[config.mk]
export PLATFORM = sky130hd
export DESIGN_NAME = key_load_ctrl
export DESIGN_NICKNAME = d
export VERILOG_FILES = /design/src/rtl/key_ctrl_pkg.sv /design/src/rtl/key_shift_reg.sv /design/src/rtl/key_load_ctrl.sv
export SDC_FILE = /design/constraint.sdc
export NUM_CORES = 1
export LEC_CHECK = 0
export ABC_AREA = 1
export ABC_CLOCK_PERIOD_IN_PS = 2400
export CORE_UTILIZATION = 30
export DETAILED_ROUTE_END_ITERATION = 10
export PLACE_DENSITY_LB_ADDON = 0.08
export SLEW_MARGIN = 20
export SYNTH_ARGS = -nofsm -noshare
export SYNTH_HDL_FRONTEND = slang
export SYNTH_SLANG_ARGS = --single-unit
[constraint.sdc]
create_clock -name clk -period 2.4 [get_ports clk]
set_input_delay 0.6 -clock clk [delete_from_list [all_inputs] [get_ports clk]]
set_output_delay 0.6 -clock clk [all_outputs]
set_load 0.01 [all_outputs]
[src/rtl/key_ctrl_pkg.sv]
// Shared definitions for the key-load sequencing controller and the locked-core wrappers.
package key_ctrl_pkg;

    typedef enum logic [2:0] {
        ST_IDLE   = 3'd0,
        ST_SHIFT  = 3'd1,
        ST_COMMIT = 3'd2,
        ST_HOLD   = 3'd3,
        ST_RUN    = 3'd4
    } key_state_e;

    localparam int KEY_W_DEF    = 8;
    localparam int HOLD_CYC_DEF = 2;

endpackage

[src/rtl/key_shift_reg.sv]
// Shadow register for the serial key (MSB first) plus its beat counter.
module key_shift_reg #(
    parameter int KEY_W = 8
) (
    input  logic             clk,
    input  logic             rst,
    input  logic             clr,
    input  logic             shift,
    input  logic             bit_in,
    output logic [KEY_W-1:0] shadow,
    output logic             full
);

    localparam int CW = $clog2(KEY_W);

    logic [KEY_W-1:0] shadow_r;
    logic [CW-1:0]    bit_cnt_r;

    // Clear wins over shift so a rejected or restarted frame leaves nothing behind.
    always_ff @(posedge clk or negedge rst) begin
        if (!rst) begin
            shadow_r  <= {KEY_W{1'b0}};
            bit_cnt_r <= {CW{1'b0}};
        end else if (clr) begin
            shadow_r  <= {KEY_W{1'b0}};
            bit_cnt_r <= {CW{1'b0}};
        end else if (shift) begin
            shadow_r  <= {shadow_r[KEY_W-2:0], bit_in};
            bit_cnt_r <= bit_cnt_r + CW'(1);
        end
    end

    assign shadow = shadow_r;
    assign full   = (bit_cnt_r == CW'(KEY_W - 1));

endmodule

[src/rtl/key_load_ctrl.sv]
// Loads a serial activation key, commits it to the locked core and sequences the core reset.
module key_load_ctrl
    import key_ctrl_pkg::*;
#(
    parameter int KEY_W    = KEY_W_DEF,
    parameter int HOLD_CYC = HOLD_CYC_DEF,
    parameter int CNT_W    = 8
) (
    input  logic             clk,
    input  logic             rst,
    input  logic             load_start,
    input  logic             key_valid,
    input  logic             key_bit,
    input  logic             key_last,
    output logic             key_ready,
    output logic [KEY_W-1:0] key_out,
    output logic             core_rst,
    output logic             key_done,
    output logic             err,
    output logic [CNT_W-1:0] commit_cnt
);

    key_state_e       state_r;
    logic [KEY_W-1:0] key_out_r;
    logic [7:0]       hold_cnt_r;
    logic             err_r;
    logic [CNT_W-1:0] commit_cnt_r;
    logic             core_rst_r;
    logic             key_done_r;

    logic [KEY_W-1:0] shadow_s;
    logic             full_s;
    logic             accept_s;
    logic             frame_err_s;
    logic             clr_s;

    assign key_ready = (state_r == ST_SHIFT) && !load_start;

    // Beat acceptance, framing check and shadow clear requests.
    always_comb begin
        accept_s    = key_valid && key_ready;
        frame_err_s = 1'b0;
        if (accept_s) begin
            frame_err_s = key_last ? !full_s : full_s;
        end else begin
            frame_err_s = 1'b0;
        end
        clr_s = frame_err_s
             || (load_start && ((state_r == ST_IDLE) || (state_r == ST_SHIFT) || (state_r == ST_RUN)));
    end

    key_shift_reg #(
        .KEY_W (KEY_W)
    ) u_shift (
        .clk    (clk),
        .rst    (rst),
        .clr    (clr_s),
        .shift  (accept_s),
        .bit_in (key_bit),
        .shadow (shadow_s),
        .full   (full_s)
    );

    // Sequencing FSM; core_rst/key_done are registered alongside the state that implies them.
    always_ff @(posedge clk or negedge rst) begin
        if (!rst) begin
            state_r      <= ST_IDLE;
            key_out_r    <= {KEY_W{1'b0}};
            hold_cnt_r   <= 8'd0;
            err_r        <= 1'b0;
            commit_cnt_r <= {CNT_W{1'b0}};
            core_rst_r   <= 1'b1;
            key_done_r   <= 1'b0;
        end else begin
            case (state_r)
                ST_IDLE: begin
                    if (load_start) begin
                        state_r <= ST_SHIFT;
                        err_r   <= 1'b0;
                    end
                end
                ST_SHIFT: begin
                    if (frame_err_s) begin
                        state_r <= ST_IDLE;
                        err_r   <= 1'b1;
                    end else if (accept_s && key_last) begin
                        state_r <= ST_COMMIT;
                    end
                end
                ST_COMMIT: begin
                    key_out_r  <= shadow_s;
                    hold_cnt_r <= 8'd0;
                    state_r    <= ST_HOLD;
                    if (commit_cnt_r != {CNT_W{1'b1}}) begin
                        commit_cnt_r <= commit_cnt_r + CNT_W'(1);
                    end
                end
                ST_HOLD: begin
                    hold_cnt_r <= hold_cnt_r + 8'd1;
                    if (hold_cnt_r == 8'(HOLD_CYC - 1)) begin
                        state_r    <= ST_RUN;
                        core_rst_r <= 1'b0;
                        key_done_r <= 1'b1;
                    end
                end
                ST_RUN: begin
                    if (load_start) begin
                        state_r    <= ST_SHIFT;
                        err_r      <= 1'b0;
                        core_rst_r <= 1'b1;
                        key_done_r <= 1'b0;
                    end
                end
                default: begin
                    state_r    <= ST_IDLE;
                    core_rst_r <= 1'b1;
                    key_done_r <= 1'b0;
                end
            endcase
        end
    end

    assign key_out    = key_out_r;
    assign core_rst   = core_rst_r;
    assign key_done   = key_done_r;
    assign err        = err_r;
    assign commit_cnt = commit_cnt_r;

endmodule

-- Word level (Yosys, flattened, before mapping)
Index checks and enable logic that the tools add are counted.
- register bits after elaboration: 41
- bits of input ports: 6
- $add $sub $neg: 3
- eq/ne operators: 12
- multiplexer cells: 20
- bitwise operators: 1
- reduce and logical (&&, ||, !) cells: 19
- operators by type and width (cell ; count):
    $mux W3 ; 6
    $add A8 B1 Y8 const B ; 2
    $mux W8 ; 2
    $pmux W8 S2 ; 1
    $pmux W3 S4 ; 1
    $reduce_and A3 Y1 ; 3
    $eq A8 B1 Y1 const B ; 1
    $ne A8 B8 Y1 const B ; 1
    $mux W1 ; 7
    $eq A3 B2 Y1 const B ; 2
    $eq A3 B3 Y1 const B ; 2
    $ne A2 B2 Y1 const B ; 3
    $pmux W1 S3 ; 2
    $reduce_bool A2 Y1 ; 3
    $logic_and A1 B1 Y1 ; 4
    $add A3 B1 Y3 const B ; 1
    $eq A3 B1 Y1 const B ; 1
    $logic_not A3 Y1 ; 1
    $logic_or A1 B1 Y1 ; 3
    $ne A3 B2 Y1 const B ; 1
    $reduce_or A3 Y1 ; 1
    $logic_not A1 Y1 ; 2
    $ne A2 B1 Y1 const B ; 1
    $pmux W1 S2 ; 1
    other kinds (3) ; 3

-- Logic depth before layout (Yosys ltp)
Gate-level depths: netlist of run 1.
- depth in word-level cells: 7
- depth in mapped cells: 10
- depth with buffers taken out: 9

-- Cells and area by module
Synthesis of run 1 repeated with hierarchy kept, for this count alone.
- cell total of the unflattened synthesis: 243
- area total of the unflattened synthesis: 2024.4 um^2
- modules (own cells, without submodules) (module ; instances ; cells an instance ; area each (um^2) ; sequential area each (um^2)):
    key_load_ctrl ; 1 ; 191 ; 1546.5 ; 752.0
    key_shift_reg ; 1 ; 52 ; 478.0 ; 275.3

-- Least setup slack after synthesis of run 1
Ideal clock, no wire load.
- path kind: input -> register
- from: in load_start
- to: reg u_shift.bit_cnt_r[0]
- library setup time: 0.118 ns
- data arrival time: 1.365 ns
- setup slack: 0.917 ns
- cell stages on the path: 7
- buffers on the path: 1
- cells stage by stage: inv_1 -> nand4_4 -> nor2_1 -> nor2_4 -> buf_6 -> nand3_1 -> nand2_1
- word-level cells in the longest chain between the ends: 6
- ends and longest elaborated chain (what ; RTL line ; source):
    start, declared ; key_load_ctrl.sv:11 ; input logic load_start,
    $logic_not A1 Y1 ; key_load_ctrl.sv:37 ; assign key_ready = (state_r == ST_SHIFT) && !load_start;
    $logic_and A1 B1 Y1 ; key_load_ctrl.sv:37 ;
    $logic_and A1 B1 Y1 ; key_load_ctrl.sv:41 ; accept_s = key_valid && key_ready;
    $mux W1 ; key_load_ctrl.sv:43 ; if (accept_s) begin
    $logic_or A1 B1 Y1 ; key_load_ctrl.sv:49 ; || (load_start && ((state_r == ST_IDLE) || (state_r == ST_SHIFT) || (state_r == ST_RUN)));
    $mux W3 or $reduce_bool A2 Y1 (tied branches) ; - ;
    end signal, assigned ; key_shift_reg.sv:23 ; bit_cnt_r <= {CW{1'b0}};
    end signal, assigned ; key_shift_reg.sv:26 ; bit_cnt_r <= {CW{1'b0}};
    end signal, assigned ; key_shift_reg.sv:29 ; bit_cnt_r <= bit_cnt_r + CW'(1);
    end, declared ; key_shift_reg.sv:17 ; logic [CW-1:0] bit_cnt_r;
Parallel ways exist; a longest one is shown, timed or not.
A chain may end at the register's enable or synchronous reset.

-- Final worst setup path of run 1
- from: reg state_r[1]
- to: out key_ready
- word-level cells in the longest chain between the ends: 2
- ends and longest elaborated chain (what ; RTL line ; source):
    start, declared ; key_load_ctrl.sv:23 ; key_state_e state_r;
    start signal, assigned ; key_load_ctrl.sv:67 ; state_r <= ST_IDLE;
    start signal, assigned ; key_load_ctrl.sv:78 ; state_r <= ST_SHIFT;
    start signal, assigned ; key_load_ctrl.sv:84 ; state_r <= ST_IDLE;
    $eq A3 B1 Y1 ; key_load_ctrl.sv:37 ;
    $logic_and A1 B1 Y1 ; key_load_ctrl.sv:37 ;
    end, declared ; key_load_ctrl.sv:15 ; output logic key_ready,
No other way between the ends.

==> impl_results.md, run 1 <==
- Post-synth top area share: 48.7%
- Register area share after synthesis: 50.0%
- Leak: 0.00128 uW
- CP arrival: 1.68 ns
- Post-DP HPWL: 2.95 mm
- # Max-Cap Violations: 0
- CP Capture Type: output port
- Drt drc: 0
- Peak supply drop: 327 uV
- Worst Path Required: 1.80 ns
- Net count, final: 290
- Top Usage Layer GRT: met2
- Drt total wl: 4.30 mm
- Gate power share: 38.1%
- Fill cells: 642
- Most frequent cell after synthesis: nand2_1
- Largest net degree at the start of global routing: 42
- Setup TNS Final: 0 ns
- Initial antenna violation count: 0
- Top Ports: 26
- Clock share of power: 23.9%
- Internal power: 1560 uW
- Highest Clock Rate: 438 MHz
- Crit path time final: 2.28 ns
- Vias in the first global route: 1510
- CP Max Fanout: 4
- Syn_nets: 257
- GPL Wtd Cong: 0.737
- Clock sink count: 41
- Total power: 2510 uW
- Critical-path cell list: nor2_4, nand2_1, nor2_1, clkdlybuf4s50_1
- Post-synth EDFFs: 0
- DR iter-0 viols: 67
- Via count: 1638
- Max-slew violations: 0
- Horiz. Die Dim: 84.8 um
- Synth Instances: 246
- Layout Utilization: 39.1%
- Register bit total from synthesis: 41
- Starting Density: 31.6%
- Final setup vio count: 0
- Yosys warns: 0
- Global routing usage on met3: 3.05%
- RSZ-0062 raised after global routing: false
- CTS buffer count: 5
- Total Routing Usage GR: 13.1%
- PD cells: 986 nW/um^2
- Design Area, Final: 2540 um^2
- Critical path class: register to output port
- Die ar.: 7180 um^2
- Post-synth top area cell: dfrtp_1
- Buf+Inv Stages, Crit Path: 1
- Outcome: completed
- Rows: 29
- Final Cycle Share: 95.1%
- Wirelength per Cell: 12.0 um
- Fin. Hold Viols: 0
- Grt ovf: 0
- Cell variety after synth: 32
- Synthesis-to-finish area growth: 23.8%
- Slew HR: 71.2%
- Post-synthesis cell area: 2050 um^2
- Psw: 951 uW
- Area contributors post-synth: dfrtp_1, nand2_1, nand3_1, inv_1, ha_1
- Vias per inst: 4.59
- CP delay by family, top: buffers and inverters
- Mean Syn Cell Area: 8.35 um^2
- Hold_buf cts: 0
- Clk buf depth: 2
- Sequential power share: 38.0%
- CP max stage delay: 0.53 ns
- Grt met2 use: 19.1%
- Primary flip-flop cell chosen by synthesis mapping: dfrtp_1
- Startpoint types: register
- Die height: 84.8 um
- Skew final: 0.00396 ns
- First-pass GRT wire length: 7.39 mm
- Share of cells above drive strength 1: 9.64%
- Ant diodes: 0
- Asr flop ratio synth: 100%
- First-pass DRT Iterations: 4
- Number of port buffers: 25
- H-Tree Depth: 2
- Post-synth top cells: nand2_1, dfrtp_1, nand3_1
- Area of placed instances: 2420 um^2
- Clock-pin slew on the worst setup and hold paths: 0.08 ns
- CTS tree: done
- Root Buffer: clkbuf_8
- Hold crit path type: input port to asynchronous set/reset pin
- ANT nets after route: 0
- Slowest CP cell: clkdlybuf4s50_1
- Core area: 6490 um^2
- Worst Max-Slew Pin Slew: 0.431 ns
- Sw frac: 37.9%
- Skew-Pair Late Insertion Delay: 0.30 ns
- Met1 Track Usage GR: 18.9%
==> cell families (layout without fill, tap and decap cells) <==
| logic type | after synthesis | in the layout | share of synthesized area [%] |
|---|---|---|---|
| compound gates | 22 | 22 | 6.82 |
| buf+inv | 33 | 67 | 6.88 |
| flops | 41 | 41 | 50.0 |
| xor+xnor | 5 | 5 | 2.13 |
| fa+ha+maj | 5 | 5 | 3.05 |
| simple gates | 140 | 140 | 31.1 |
==> state kept, by name (all words and copies together) (netlist names) <==
| signal | cells |
|---|---|
| hold_cnt_r | 8 |
| key_out | 8 |
| u_shift.shadow | 8 |
| commit_cnt | 8 |
| key_done | 1 |
| err | 1 |
| core_rst | 1 |
| state_r | 3 |
| u_shift.bit_cnt_r | 3 |
==> per-layer routing <==
metal / wire, um / up-vias / part of all wire [%]
li1: - / 855 / -
met1: 2250 / 759 / 52
met2: 1860 / 18 / 43
met3: 120 / 6 / 2.8
met4: 65 / 0 / 1.5
met5: 0 / - / 0
==> final timing paths <==
| path | slack, ns | from | cells after the start | to |
|---|---|---|---|---|
| worst min register to register | 0.48 | key_out[1] | 2 | key_out[1] |
| min in group clk | 0.48 | key_out[1] | 2 | key_out[1] |
| worst min-delay path | 0.25 | rst | 2 | hold_cnt_r[2] |
| max in group asynchronous | 1.85 | rst | 2 | core_rst |
| worst max register to register | 0.68 | u_shift.bit_cnt_r[0] | 9 | u_shift.shadow[7] |
| worst max-delay path | 0.12 | state_r[1] | 4 | key_ready |
==> stage by stage <==
| stage | setup WS (ns) | cells | hold WS [ns] |
|---|---|---|---|
| after floorplan | 0.917 | 246 | 0.304 |
| after global placement | 0.114 | 349 | 0.461 |
| after detailed placement | 0.110 | 349 | 0.464 |
| after CTS | 0.0598 | 357 | 0.269 |
| after global routing | 0.0275 | 357 | 0.291 |
| final | 0.117 | 357 | 0.253 |
==> what timing repair did <==
action	CTS	global route
setup buffers	0	0
endpoints found under the setup margin	0	1
hold endpoints to repair	0	0
resized for setup	0	1
==> power groups by stage <==
stage / Clock [uW] / Sequential (uW) / Combinational (uW)
detailed placement: 0 / 961 / 968
CTS: 622 / 949 / 974
finish: 600 / 953 / 955
floorplan: 0 / 991 / 610
global route: 647 / 976 / 1090
global placement: 0 / 962 / 965
==> worst register-to-register path: stages (launching register included) <==
cell     delay, ns
dfrtp_1       0.41
ha_1          0.21
ha_1          0.19
inv_1         0.05
nand2_1       0.06
nand2_1       0.09
nor2_1        0.08
nor2_4        0.35
nand3_1       0.13
nand2_1       0.09
==> layout by cell type (no fill, tap or decap), types with 2 or more instances in the layout <==
master	instances
a31oi_1	2
buf_4	5
clkbuf_8	6
clkdlybuf4s50_1	24
clkinv_1	2
dfrtp_1	40
ha_1	5
inv_1	25
nand2_1	78
nand3_1	32
nand4_1	2
nor2_1	14
nor2_4	5
nor3_1	5
o21ai_0	10
o2bb2ai_1	2
xnor2_1	2
xor2_1	3
==> area by class of cell <==
cell class              instances  area [um^2]  area share (%)
clock buffers                   6         82.6            3.25
clock inverters                 2         37.5            1.48
inverters                      28          105            4.13
multi-input cells             172          891            35.0
flip-flops and latches         41         1030            40.4
well taps                      77         96.3            3.79
repair buffers                 31          303            11.9
No activity file was read; power rests on OpenSTA's default activity.
==> inputs of run 2 (changes only) <==
- SLEW_MARGIN: 20 -> default
==> results of run 2 <==
The final DEF is identical to that of run 1; final timing and power are the same.
==> inputs of run 3 (changes only) <==
- ABC_CLOCK_PERIOD_IN_PS: 2400 -> 2900
- clock period: 2.4 -> 2.9 ns (I/O delays scaled with it)
==> run 3 against run 2 <==
Against the previous run: flip-flop and latch count is the same; routed wire length decreased by 4.1%; via count barely moved; setup slack improved by 0.25 ns; final cell count down 1.1%; core utilization down 0.52 points; non-clock buffer count fell by 4; final area is 1.3% lower; clock skew increased by 0.0047 ns; count of clock-buffer cells in the layout down 1; sequential power decreased by 16%; total power shrank 17%; critical path type is now input port to output port.
==> impl_results.md, run 3 (synthesized netlist as in run 1, its figures left out) <==
- Area of placed instances: 2370 um^2 (was 2420 um^2)
- Final setup vio count: 0 (unchanged)
- Horiz. Die Dim: 84.8 um (unchanged)
- Outcome: completed (unchanged)
- CP arrival: 1.81 ns (was 1.68 ns)
- Peak supply drop: 359 uV (was 327 uV)
- Via count: 1639 (was 1638)
- Post-CTS Resized: 0 (unchanged)
- Ant diodes: 0 (unchanged)
- Synthesis-to-finish area growth: 22.1% (was 23.8%)
- Commonest non-fill, non-tap cell in the layout: nand2_1 (unchanged)
- Clk buf depth: 2 (unchanged)
- Largest net degree at the start of global routing: 23 (was 42)
- Crit path time final: 2.54 ns
- CP dominant cell by count: clkdlybuf4s50_1
- Net count, final: 286 (was 290)
- Die height: 84.8 um (unchanged)
- Drt drc: 0 (unchanged)
- Design Area, Final: 2510 um^2 (was 2540 um^2)
- Skew final: 0.00868 ns (was 0.00396 ns)
- PD cells: 831 nW/um^2 (was 986 nW/um^2)
- Rows: 29 (unchanged)
- Met1 WL: 2.15 mm (was 2.25 mm)
- Die ar.: 7180 um^2 (unchanged)
- Leak: 0.00127 uW (was 0.00128 uW)
- WL met2: 1.80 mm (was 1.86 mm)
- Critical path class: input port to output port (was register to output port)
- Hold crit path type: input port to asynchronous set/reset pin (unchanged)
- Share of cells above drive strength 1: 8.33% (was 9.64%)
- Vias in the first global route: 1508 (was 1510)
- Highest Clock Rate: 394 MHz
- Wirelength per Cell: 11.7 um (was 12.0 um)
- Slowest CP cell: clkdlybuf4s50_1 (unchanged)
- First-pass DRT Iterations: 4 (unchanged)
- Post-DP HPWL: 2.87 mm (was 2.95 mm)
- Final Cycle Share: 87.5%
- ANT nets after route: 0 (unchanged)
- Grt ovf: 0 (unchanged)
- Total Routing Usage GR: 12.8% (was 13.1%)
- Gate power share: 35.1% (was 38.1%)
- CP Capture Type: output port (unchanged)
- Starting Density: 31.6% (unchanged)
- GPL Wtd Cong: 0.713 (was 0.737)
- Setup TNS Final: 0 ns (unchanged)
- Worst Path Required: 2.17 ns (was 1.80 ns)
- Commonest non-fill, non-tap cells in the layout: nand2_1, dfrtp_1, nand3_1, inv_1, clkdlybuf4s50_1 (unchanged)
- Fin. Hold Viols: 0 (unchanged)
- Sw frac: 36.7% (was 37.9%)
- Drt total wl: 4.12 mm (was 4.30 mm)
- Clock sink count: 41 (unchanged)
- Top Layer Used: met4 (unchanged)
- Startpoint types: input port (was register)
- Core area: 6490 um^2 (unchanged)
- H-Tree Depth: 2 (unchanged)
- Critical-path cell list: clkdlybuf4s50_1, nor2_1, clkdlybuf4s50_1 (was nor2_4, nand2_1, nor2_1, clkdlybuf4s50_1)
- Hold_buf cts: 0 (unchanged)
- CTS buffer count: 5 (unchanged)
- CP Max Fanout: 3 (was 4)
- Root Buffer: clkbuf_8 (unchanged)
- Slew HR: 70.4% (was 71.2%)
- Number of port buffers: 25 (unchanged)
- Initial antenna violation count: 0 (unchanged)
- Worst Max-Slew Pin Slew: 0.443 ns (was 0.431 ns)
- RSZ-0062 raised after global routing: false (unchanged)
- Clock-pin slew on the worst setup and hold paths: 0.08 ns (about the same)
- CTS tree: done (unchanged)
- Internal power: 1320 uW (was 1560 uW)
- CP max stage delay: 0.53 ns (about the same)
- Post-CTS Setup Bufs: 0 (unchanged)
- WL met3: 119 um (was 120 um)
- DR iter-0 viols: 101 (was 67)
- CP delay by family, top: buffers and inverters (unchanged)
- Buf+Inv Stages, Crit Path: 2 (was 1)
- # Max-Cap Violations: 0 (unchanged)
- Skew-Pair Late Insertion Delay: 0.29 ns (was 0.30 ns)
- Clock share of power: 26.5% (was 23.9%)
- Top Ports: 26 (unchanged)
- First-pass GRT wire length: 7.22 mm (was 7.39 mm)
- Max-slew violations: 0 (unchanged)
- Psw: 765 uW (was 951 uW)
- Vias per inst: 4.64 (was 4.59)
- Sequential power share: 38.5% (was 38.0%)
run 3: layout make-up:
| class | instances | area (um^2) |
|---|---|---|
| fill | 659 | 3990 |
| sequential | 41 | 1030 |
| multi-input combinational | 172 | 886 |
| timing repair buffer | 27 | 260 |
| inverter | 28 | 105 |
| tap | 77 | 96.3 |
| clock buffer | 5 | 68.8 |
| clock inverter | 3 | 65.1 |
run 3: worst register-to-register path: cells and delay by family, from the launching register on:
kind,cells,cell delay (ns)
buffers and inverters,1,0.05
DFF,1,0.41
and+or+nand+nor,6,0.82
adders and majority gates,2,0.40
run 3: power groups by stage:
stage                     clock network (uW)  registers, uW  logic [uW]
after floorplan                            0            820         505
after global placement                     0            815         746
after detailed placement                   0            813         748
after CTS                                570            803         750
after global routing                     586            819         827
final                                    552            802         731
run 3: worst paths after layout:
check                      cells past startpoint                  from           endpoint  slack [ns]
hold / removal                                 1                   rst      hold_cnt_r[2]        0.32
setup reg to reg                               9  u_shift.bit_cnt_r[0]  u_shift.shadow[5]        1.15
max in group asynchronous                      2                   rst           core_rst        1.99
hold reg to reg                                2            key_out[1]         key_out[1]        0.48
setup / recovery                               3            load_start          key_ready        0.36
min in group clk                               2            key_out[1]         key_out[1]        0.48
run 3: routing by layer:
layer  GRT usage, %  vias to the layer above
li1               -                      847
met1           17.8                      769
met2           19.4                       18
met3           2.85                        5
met4           5.08                        0
met5              0                        -
run 3: through the flow:
stage / worst slack [ns] / instances / power [uW] / utilization, % / hold WS [ns]
after CTS: 0.348 / 353 / 2120 / 38.6 / 0.329
after floorplan: 1.28 / 246 / 1320 / - / 0.429
after detailed placement: 0.348 / 345 / 1560 / 36.6 / 0.458
after global routing: 0.316 / 353 / 2230 / 38.6 / 0.341
after global placement: 0.367 / 345 / 1560 / 36.6 / 0.463
final: 0.364 / 353 / 2080 / 38.6 / 0.317
